### src/rtl/clk_div_bank.sv
// Bank of programmable clock dividers: per-channel divided square wave and tick.
// Optional CLK_DIV_PHASE_SYNC_EN enables the sync_all phase-align strobe.
module clk_div_bank #(
   parameter int NUM_CH  = 4,
   parameter int CNT_W   = 32,
   parameter int RESET_M = 7,
   localparam int CH_W   = (NUM_CH > 1) ? $clog2(NUM_CH) : 1
) (
   input  logic              clk,
   input  logic              reset,
   input  logic [NUM_CH-1:0] en,
   input  logic              load,
   input  logic [CH_W-1:0]   load_ch,
   input  logic [CNT_W-1:0]  load_m,
   input  logic              sync_all,
   output logic [NUM_CH-1:0] clk_out,
   output logic [NUM_CH-1:0] tick
);

   logic [CNT_W-1:0]  cnt_q [NUM_CH];
   logic [CNT_W-1:0]  cnt_d [NUM_CH];
   logic [CNT_W-1:0]  m_q   [NUM_CH];
   logic [CNT_W-1:0]  m_d   [NUM_CH];
   logic [NUM_CH-1:0] clk_out_q, clk_out_d;
   logic [NUM_CH-1:0] tick_q, tick_d;
   logic              sync_hit;

`ifdef CLK_DIV_PHASE_SYNC_EN
   assign sync_hit = sync_all;
`else
   logic unused_sync_all;
   assign unused_sync_all = sync_all;
   assign sync_hit = 1'b0;
`endif

   // An out-of-range load_ch matches no channel, so the load is dropped.
   always_comb begin
      for (int i = 0; i < NUM_CH; i++) begin
         cnt_d[i]     = cnt_q[i];
         m_d[i]       = m_q[i];
         clk_out_d[i] = clk_out_q[i];
         tick_d[i]    = 1'b0;
         if (sync_hit) begin
            cnt_d[i]     = '0;
            clk_out_d[i] = 1'b0;
            if (load && (load_ch == CH_W'(i)))
               m_d[i] = load_m;
         end else if (load && (load_ch == CH_W'(i))) begin
            m_d[i]   = load_m;
            cnt_d[i] = '0;
         end else if (!en[i]) begin
            cnt_d[i] = cnt_q[i];
         end else if (cnt_q[i] == m_q[i]) begin
            cnt_d[i]     = '0;
            clk_out_d[i] = ~clk_out_q[i];
            tick_d[i]    = 1'b1;
         end else begin
            cnt_d[i] = cnt_q[i] + CNT_W'(1);
         end
      end
   end

   always_ff @(posedge clk or posedge reset) begin
      if (reset) begin
         for (int i = 0; i < NUM_CH; i++) begin
            cnt_q[i] <= '0;
            m_q[i]   <= CNT_W'(RESET_M);
         end
         clk_out_q <= '0;
         tick_q    <= '0;
      end else begin
         for (int i = 0; i < NUM_CH; i++) begin
            cnt_q[i] <= cnt_d[i];
            m_q[i]   <= m_d[i];
         end
         clk_out_q <= clk_out_d;
         tick_q    <= tick_d;
      end
   end

   assign clk_out = clk_out_q;
   assign tick    = tick_q;

endmodule

### config.mk
export PLATFORM = sky130hd
export DESIGN_NAME = clk_div_bank
export DESIGN_NICKNAME = d
export VERILOG_FILES = /design/src/rtl/clk_div_bank.sv
export SDC_FILE = /design/constraint.sdc
export NUM_CORES = 1
export LEC_CHECK = 0
export ABC_CLOCK_PERIOD_IN_PS = 12230
export BUFFER_PORTS_ARGS = -buffer_cell sky130_fd_sc_hd__buf_2
export CAP_MARGIN = 10
export CORE_AREA = 2 2 176 126
export CTS_BUF_LIST = sky130_fd_sc_hd__clkbuf_8
export CTS_CLUSTER_SIZE = 25
export DETAILED_ROUTE_END_ITERATION = 8
export DIE_AREA = 0 0 178 128
export GPL_ROUTABILITY_DRIVEN = 0
export PLACE_DENSITY = 0.82
export SETUP_SLACK_MARGIN = 0.15
export SYNTH_ARGS = -nofsm -noshare
export SYNTH_HDL_FRONTEND = slang
export SYNTH_SLANG_ARGS = --single-unit
### constraint.sdc
create_clock -name clk -period 12.23 [get_ports clk]
set_clock_uncertainty 0.15 [all_clocks]
set_input_delay 2.446 -clock clk [delete_from_list [all_inputs] [get_ports clk]]
set_output_delay 2.446 -clock clk [all_outputs]
set_load 0.005 [all_outputs]
==> run metrics, run 1 <==
Post-CTS Hold Fix Bufs 0; clock buffer count from CTS 41; WHS about 310 ps; final setup TNS 0 ps; area of the die 22800 µm²; CTS root buffer clkbuf_8; Routed Wire Length 33.6 mm; Layout area overhead 9.24%; R2R setup slack 9130 ps; Final #Nets 1360; CP max-delay cell a21oi_2; Final Hold Viols 0; port bufs 48; postcts setup bufs 0; GRT Util Overall 0.304; worst-case clock buffer depth 3; share of cells above drive strength 1 0.215; largest net degree at the start of global routing 108; I/O pin count 50; vias in the first global route between 9000 and 10000; clk_lat worst skew 540 ps; global route overflow 0; Clk network pwr share 0.353; status complete, no violations; Synth Flop Type dfrtp_1; clock sink total 264; Logic pwr share 0.138; overall die width 178 µm; flops & latches, synth 264; first-pass GRT wire length approximately 53 mm; worst-margin pin slew 1020 ps; sequential area share after synthesis 0.490; buffer and inverter count on the worst path 3; wire length per cell 20.7 µm; Largest stage delay, worst path 560 ps; Most Frequent Cell on Critical Path buf_4; row count 45; worst path required time 12570 ps; Synthesis Warnings 0; Worst Setup Start Kind input port; initial antenna violation count 2; Post-Syn Area 13500 µm²; # DRC 0; remaining antenna violation count 0; synthesized area per cell 10.5 µm²; Worst Path Arrival 4570 ps; Slew Viols, Final 0; min Tclk post-route about 4200 ps; vias per std cell around 6.4; PwrDens 142 nW/µm²; Flop pwr share 0.509; dpl cells 1552; EDFF count, synth 0; largest delay contributor family on the critical path buffers and inverters; Util after Layout 0.696; Psw 579 µW; # H-tree levels 2; Max Cap Viol 0; Setup crit end kind register; # setup viols final 0; Die Span Y 128 µm; Worst-path clk slew 70 ps; Max-Slew Margin vs Limit 0.323; Pleak roughly 0.006 µW; Post-synth ARST share 1.00; Distinct cells, synth 48; worst path cell trace buf_2 > nor3b_2 > buf_4 > nand2b_1 > a21oi_2 > buf_4 > and3_1 > a221o_1; DRT iter0 DRCs 1243; HP Class reg -> reg; core area 21200 µm²; via count ~10000; Non-Filler Instances 1625; RSZ-0062 raised after global routing no; Final HPWL DP 22.7 mm; cts repair resizes 0; Tcrit/Tclk final 0.346; Gate Count Post-Synth 1287; CP Max Fanout 34; FMAX 236 MHz; Mapped Nets 1333; starting density of the core 0.637; P_int 1510 µW; sw frac 0.277; CTS tree yes; first drt pass iteration count 6; maximum vdd drop 0.0000898 V; CP Class in -> reg
==> layout make-up <==
type	instances	area, µm²
Fill cell	1539	6460
Clock inverter	25	164
Timing Repair Buffer	61	345
Multi-Input combinational cell	936	6600
Tap cell	282	353
Antenna cell	1	2.50
Clock buffer	46	633
Inverter	10	45.0
Sequential cell	264	6620
==> routing by layer <==
layer	vias to the layer above	track usage	share of wire
li1	4729	-	-
met4	0	0.112	0.034
met1	5170	0.454	0.45
met3	80	0.0647	0.085
met2	439	0.440	0.44
met5	-	0	0
==> stage by stage <==
| stage | setup WS, ps | cell area (µm²) | total power (µW) |
|---|---|---|---|
| 3_3_place_gp | 7400 | 14000 | 1340 |
| 4_1_cts | 7870 | 14700 | 2100 |
| 3_5_place_dp | 7290 | 14000 | 1360 |
| 6_report | 7990 | 14800 | 2090 |
| 2_1_floorplan | 2390 | 13500 | 1270 |
| 5_1_grt | 7840 | 14800 | 2180 |
==> worst paths after layout <==
kind / start / endpoint / cells after the start
max: load / cnt_q[117]$_DFFE_PP0P_ / 8
min: clk_out[0]$_DFFE_PP0P_ / clk_out[0]$_DFFE_PP0P_ / 1
max reg2reg: cnt_q[120]$_DFFE_PP0P_ / cnt_q[117]$_DFFE_PP0P_ / 7
min reg2reg: clk_out[0]$_DFFE_PP0P_ / clk_out[0]$_DFFE_PP0P_ / 1
max in group asynchronous: reset / m_q[20]$_DFFE_PP0N_ / 3
min in group asynchronous: reset / m_q[59]$_DFFE_PP0N_ / 2
==> state kept, by name, summed over array words and instances, names as in the netlist <==
name / cells
clk_out: 4
cnt_q: 128
m_q: 128
tick: 4
==> synthesized netlist by cell type (2+ instances only) <==
cell      instances  share of area
a211oi_1          6         0.0033
a21o_1           26          0.014
a21oi_1          17         0.0063
a221o_1           3         0.0022
a22o_1           28          0.018
and2_1            5         0.0023
and3_1           21         0.0097
and4_1           11         0.0071
buf_2             7         0.0026
clkbuf_1         68          0.019
dfrtp_1         252           0.47
dfstp_2          12          0.023
ha_1              4         0.0037
inv_1            10         0.0028
mux2_2          128           0.11
mux2i_1           6         0.0044
nand2_1         150          0.042
nand2b_1          3         0.0014
nand3_1         112          0.041
nand3_2           3         0.0022
nand3b_1          5         0.0028
nand4_1          62          0.029
nor2_1           59          0.016
nor2b_1           4         0.0019
nor3_1            7         0.0026
nor3b_1           2         0.0011
nor4_1            9         0.0042
nor4_2            6         0.0056
nor4_4            2         0.0031
o21a_1            2         0.0011
o21ai_0          31          0.011
o21ai_1           6         0.0022
o22ai_1           3         0.0014
o311ai_0         43          0.028
o311ai_1          7         0.0045
or2_2             7         0.0032
or3_1             2        0.00093
or4_1             3         0.0017
xnor2_1         141          0.091
xor2_1            6         0.0039
==> kinds of logic after synthesis <==
logic type | after synthesis | synth area share
mux | 134 | 0.111
simple gates | 476 | 0.181
compound gates | 175 | 0.0947
fa+ha+maj | 4 | 0.00370
buf+inv | 87 | 0.0249
flops | 264 | 0.490
xor+xnor | 147 | 0.0952
==> cell usage in the layout (no fill, tap or decap), types with 6 or more instances in the layout <==
| cell | count |
|---|---|
| a211oi_1 | 6 |
| a21o_1 | 26 |
| a21oi_1 | 13 |
| a22o_1 | 28 |
| and3_1 | 21 |
| and4_1 | 11 |
| buf_2 | 48 |
| buf_4 | 12 |
| clkbuf_8 | 46 |
| clkinv_2 | 8 |
| dfrtp_1 | 252 |
| dfstp_2 | 12 |
| inv_1 | 22 |
| mux2_2 | 128 |
| mux2i_1 | 6 |
| nand2_1 | 150 |
| nand3_1 | 112 |
| nand4_1 | 62 |
| nor2_1 | 58 |
| nor3_1 | 7 |
| nor4_1 | 9 |
| nor4_2 | 6 |
| o21ai_0 | 31 |
| o21ai_1 | 6 |
| o311ai_0 | 43 |
| o311ai_1 | 7 |
| or2_2 | 7 |
| xnor2_1 | 141 |
| xor2_1 | 6 |
==> power by group through the flow <==
stage,logic [µW],registers (µW),clock network [µW]
floorplan,220,1050,0
CTS,288,1060,746
detailed placement,284,1080,0
finish,288,1070,739
global route,314,1080,789
global placement,273,1070,0
No activity file was read; power rests on OpenSTA's default activity.
==> inputs of run 2 (changes only) <==
==> config.mk (replaced) <==
export PLATFORM = sky130hd
export DESIGN_NAME = clk_div_bank
export DESIGN_NICKNAME = d
export VERILOG_FILES = /design/src/rtl/clk_div_bank.sv
export SDC_FILE = /design/constraint.sdc
export NUM_CORES = 1
export LEC_CHECK = 0
export ABC_CLOCK_PERIOD_IN_PS = 3700
export BUFFER_PORTS_ARGS = -buffer_cell sky130_fd_sc_hd__buf_2
export CAP_MARGIN = 10
export CORE_AREA = 2 2 186 133
export CTS_BUF_LIST = sky130_fd_sc_hd__clkbuf_8
export CTS_CLUSTER_SIZE = 25
export DETAILED_ROUTE_END_ITERATION = 8
export DIE_AREA = 0 0 188 135
export GPL_ROUTABILITY_DRIVEN = 0
export PLACE_DENSITY = 0.78
export SETUP_SLACK_MARGIN = 0.15
export SYNTH_ARGS = -nofsm -noshare
export SYNTH_HDL_FRONTEND = slang
export SYNTH_SLANG_ARGS = --single-unit
==> constraint.sdc (replaced) <==
create_clock -name clk -period 3.7 [get_ports clk]
set_clock_uncertainty 0.15 [all_clocks]
set_input_delay 0.74 -clock clk [delete_from_list [all_inputs] [get_ports clk]]
set_output_delay 0.74 -clock clk [all_outputs]
set_load 0.005 [all_outputs]
==> run metrics, run 2 (synthesis gave the netlist of run 1 again) <==
status complete, no violations; I/O pin count 50; Worst-path clk slew 60 ps; initial antenna violation count 0; core area between 20000 and 25000 µm²; Routed Wire Length 34.0 mm; vias in the first global route 9701; CTS tree yes; CP Class reg -> reg; area of the die 25400 µm²; Slew Viols, Final 0; Worst Path Arrival 3170 ps; register area 6620 µm²; Tcrit/Tclk final 0.776; Final #Nets 1371; Max Cap Viol 0; first drt pass iteration count 5; PwrDens 468 nW/µm²; Max-Slew Margin vs Limit 0.468; worst-margin pin slew between 700 and 800 ps; # DRC 0; Flop pwr share 0.501; Layout area overhead 10.7%; cts repair resizes 0; postcts setup bufs 0; RSZ-0062 raised after global routing no; area occupied by multi-input gates 6590 µm²; Psw 1930 µW; commonest non-fill, non-tap cell in the layout dfrtp_1; FMAX ~350 MHz; GRT Util Overall 0.275; HP Class in -> async; clock sink total 264; CTS root buffer clkbuf_8; sw frac 0.275; Final HPWL DP 23.4 mm; P_int 5080 µW; maximum vdd drop 0.000282 V; worst path required time roughly 4000 ps; Die Span Y 135 µm; worst-case clock buffer depth 3; clock buffer count from CTS 42; FILL cells ~1900; final setup margin 828 ps; wire length per cell around 20 µm; Setup crit end kind register; biggest regs cnt_q: 128 flops, m_q: 128 flops; dpl cells roughly 1600; via count 10272; Non-Filler Instances 1675; Logic pwr share 0.137; vias per std cell 6.13; row count 47; most frequent cells in the layout dfrtp_1 (252), nand2_1 (150), xnor2_1 (141); Pleak 0.00601 µW; setup slack at placement 915 ps; port bufs 48; Clk network pwr share 0.361; Util after Layout 0.638; largest net degree at the start of global routing 89; min Tclk post-route 2870 ps; remaining antenna violation count 0; diodes inserted 0; global route overflow 0; DRT iter0 DRCs just over 900; clk_lat worst skew between 500 and 600 ps; first-pass GRT wire length 54.3 mm; Final Hold Viols 0; # setup viols final 0; CP Max Fanout 15; Worst Setup Start Kind register; share of cells above drive strength 1 0.223; # H-tree levels 2; overall die width 188 µm; starting density of the core 0.576; Post-CTS Hold Fix Bufs 0
==> run 2: cell types whose count changed in the layout (fill, tap and decap cells not counted), sizes merged <==
cell | previous run | this run
inv | 23 | 24
diode | 1 | 0
buf | 61 | 71
bufinv | 2 | 0
clkinv | 8 | 3
clkinvlp | 2 | 3
clkbuf | 46 | 56
==> run 2: path summary, 6_finish.rpt <==
kind | from | endpoint | slack (ps) | depth (start not counted)
min in group clk | clk_out[0]$_DFFE_PP0P_ | clk_out[0]$_DFFE_PP0P_ | 320 | 1
hold reg to reg | clk_out[0]$_DFFE_PP0P_ | clk_out[0]$_DFFE_PP0P_ | 320 | 1
hold / removal | reset | m_q[62]$_DFFE_PP0N_ | 170 | 2
setup / recovery | cnt_q[106]$_DFFE_PP0P_ | cnt_q[119]$_DFFE_PP0P_ | 830 | 7
setup reg to reg | cnt_q[106]$_DFFE_PP0P_ | cnt_q[119]$_DFFE_PP0P_ | 830 | 7
max in group asynchronous | reset | m_q[0]$_DFFE_PP1N_ | 2300 | 3
==> run 2: worst max-delay path, cell delays in order (launching register included) <==
cell     delay (ps)
dfrtp_1         450
xnor2_1         310
nand4_1         120
nor4_1          660
a21oi_2         360
buf_4           300
a21o_1          170
a22o_1          220
==> run 2: area by class of cell <==
cell class | count | share of cell area
flip-flops and latches | 264 | 0.443
clock inverters | 20 | 0.00577
clock buffers | 56 | 0.0515
multi-input cells | 936 | 0.441
repair buffers | 71 | 0.0301
well taps | 318 | 0.0266
inverters | 10 | 0.00276
==> run 2: metrics by stage <==
stage               instance area (µm²)  power [µW]  hold slack (ps)  TNS, ps
floorplan                         13500        4190              315  -167260
global placement                  14100        4460              300        0
detailed placement                14100        4520              310        0
CTS                               15000        7050              170        0
global route                      15000        7300              202        0
finish                            15000        7010              169        0
==> run 2: metal layers <==
| layer | global-route usage | up-vias | routed length (µm) |
|---|---|---|---|
| met5 | 0 | - | 0 |
| met4 | 0.0713 | 0 | 661 |
| met2 | 0.402 | 348 | 14800 |
| met1 | 0.414 | 5122 | 15800 |
| met3 | 0.0621 | 57 | 2680 |
| li1 | - | 4745 | - |
==> run 2: power by group through the flow <==
| stage | clock (µW) | sequential [µW] | combinational, µW |
|---|---|---|---|
| floorplan | 0 | 3460 | 727 |
| global placement | 0 | 3540 | 924 |
| detailed placement | 0 | 3560 | 963 |
| CTS | 2580 | 3510 | 969 |
| global route | 2700 | 3550 | 1050 |
| finish | 2530 | 3510 | 963 |
==> inputs of run 3 (changes only) <==
--- a/config.mk
+++ b/config.mk
@@ -5,7 +5,7 @@
 export SDC_FILE = /design/constraint.sdc
 export NUM_CORES = 1
 export LEC_CHECK = 0
-export ABC_CLOCK_PERIOD_IN_PS = 3700
+export ABC_CLOCK_PERIOD_IN_PS = 2500
 export BUFFER_PORTS_ARGS = -buffer_cell sky130_fd_sc_hd__buf_2
 export CAP_MARGIN = 10
 export CORE_AREA = 2 2 186 133
==> constraint.sdc (replaced) <==
create_clock -name clk -period 2.5 [get_ports clk]
set_clock_uncertainty 0.15 [all_clocks]
set_input_delay 0.5 -clock clk [delete_from_list [all_inputs] [get_ports clk]]
set_output_delay 0.5 -clock clk [all_outputs]
set_load 0.005 [all_outputs]
==> run metrics, run 3 (synthesis gave the netlist of run 1 again) <==
FILL cells 1780; remaining antenna violation count 0; R2R depth 7; clock sink total 264; Final Hold Viols 0; area occupied by multi-input gates roughly 6700 µm²; CTS root buffer clkbuf_8; port bufs 48; Pleak 0.00630 µW; Top Metal Used met4; core area 23500 µm²; Util after Layout 0.663; via count 10580; min Tclk post-route between 2000 and 2500 ps; clk_lat worst skew 580 ps; row count 47; reg2reg start cnt_q[44]$_DFFE_PP0P_; PwrDens ~690 nW/µm²; met3 wire length 2.66 mm; # DRC 0; commonest non-fill, non-tap cell in the layout dfrtp_1; GRT Util Overall 0.281; crit path launch cnt_q[44]$_DFFE_PP0P_; CP Max Fanout 5; crit path to cnt_q[61]$_DFFE_PP0P_; R2R Path End cnt_q[61]$_DFFE_PP0P_; overall die width between 150 and 200 µm; first drt pass iteration count 5; Setup crit end kind register; most frequent cells in the layout dfrtp_1 (240), nand2_1 (150), xnor2_1 (138); Worst Setup Start Kind register; metal2 WL 15.6 mm; clock buffer count from CTS between 40 and 50; wire length per cell 20.4 µm; # H-tree levels 2; worst-case clock buffer depth 3; Final HPWL DP around 24 mm; Die Span Y 135 µm; maximum vdd drop 0.000511 V; FMAX 438 MHz; HP Class in -> reg; global route overflow 0; first-pass GRT wire length 55.4 mm; setup slack at placement 48.2 ps; final setup margin between 200 and 250 ps; Routed Wire Length 35.2 mm; biggest regs cnt_q: 128 flops, m_q: 128 flops; starting density of the core 0.576; vias in the first global route approximately 9900; initial antenna violation count 3; area of the die 25400 µm²; Slew Viols, Final 0; # setup viols final 0; I/O pin count 50; share of cells above drive strength 1 0.271; register area between 6000 and 7000 µm²; RSZ-0062 raised after global routing no; Worst-path clk slew 60 ps; R2R setup slack 220 ps; vias per std cell 6.14; Final #Nets 1421; DRT iter0 DRCs between 800 and 900; largest net degree at the start of global routing 140; worst path required time approximately 2800 ps; CTS tree yes; Tcrit/Tclk final 0.912; CP Class reg -> reg; worst-margin pin slew around 1100 ps; Max Cap Viol 0; Max-Slew Margin vs Limit 0.297; status complete, no violations; Worst Path Arrival 2590 ps; M1 WL about 16 mm; Layout area overhead 15.1%
## run 3: layout make-up
| type | instances | share of cell area |
|---|---|---|
| multi-input combinational | 936 | 0.429 |
| sequential | 264 | 0.426 |
| timing repair buffer | 122 | 0.0585 |
| clock buffer | 55 | 0.0486 |
| tap | 318 | 0.0256 |
| clock inverter | 17 | 0.00884 |
| inverter | 10 | 0.00265 |
| antenna | 1 | 0.000161 |
## run 3: through the flow
step	hold WS, ps	cell area, µm²	cells	TNS, ps	power [µW]
finish	94.6	15600	1723	0	10700
detailed placement	305	14500	1645	0	6730
global route	76.2	15600	1722	0	11100
global placement	300	14500	1645	0	6640
floorplan	315	13500	1287	-417630	6200
CTS	73.0	15400	1718	0	10700
## run 3: power breakdown
part | internal (µW) | total, µW | switching, µW
Sequential | 4770 | 5210 | 442
Clock | 2180 | 3950 | 1770
Combinational | 810 | 1510 | 702
## run 3: routing by layer
metal,GRT usage,vias to the layer above
li1,-,4846
met1,0.419,5246
met2,0.418,427
met3,0.0522,61
met4,0.0879,0
met5,0,-
## run 3: timing repair
action,in CTS,in global routing
buffers inserted,0,4
gates cloned,0,0
gates resized for setup,3,24
pin swaps,1,6
setup endpoints to repair,7,69
hold buffers,1,0
endpoints found under the hold margin,75,0
## run 3: how the worst min path moves through the flow
stage	from	to	cells after the start
after floorplan	clk_out[0]$_DFFE_PP0P_	clk_out[0]$_DFFE_PP0P_	1
after global placement	clk_out[3]$_DFFE_PP0P_	clk_out[3]$_DFFE_PP0P_	1
after detailed placement	clk_out[1]$_DFFE_PP0P_	clk_out[1]$_DFFE_PP0P_	1
after CTS	load_m[17]	m_q[49]$_DFFE_PP0N_	2
after global routing	load_m[17]	m_q[113]$_DFFE_PP0N_	2
final	load_m[17]	m_q[49]$_DFFE_PP0N_	2
## run 3: critical path, cell delays in order (launching register included)
cell and delay (ps):
dfrtp_2 420, nand4_1 100, buf_4 170, nor4_4 280
nand3_2 150, or4_1 560, a21o_1 190, a21o_1 160
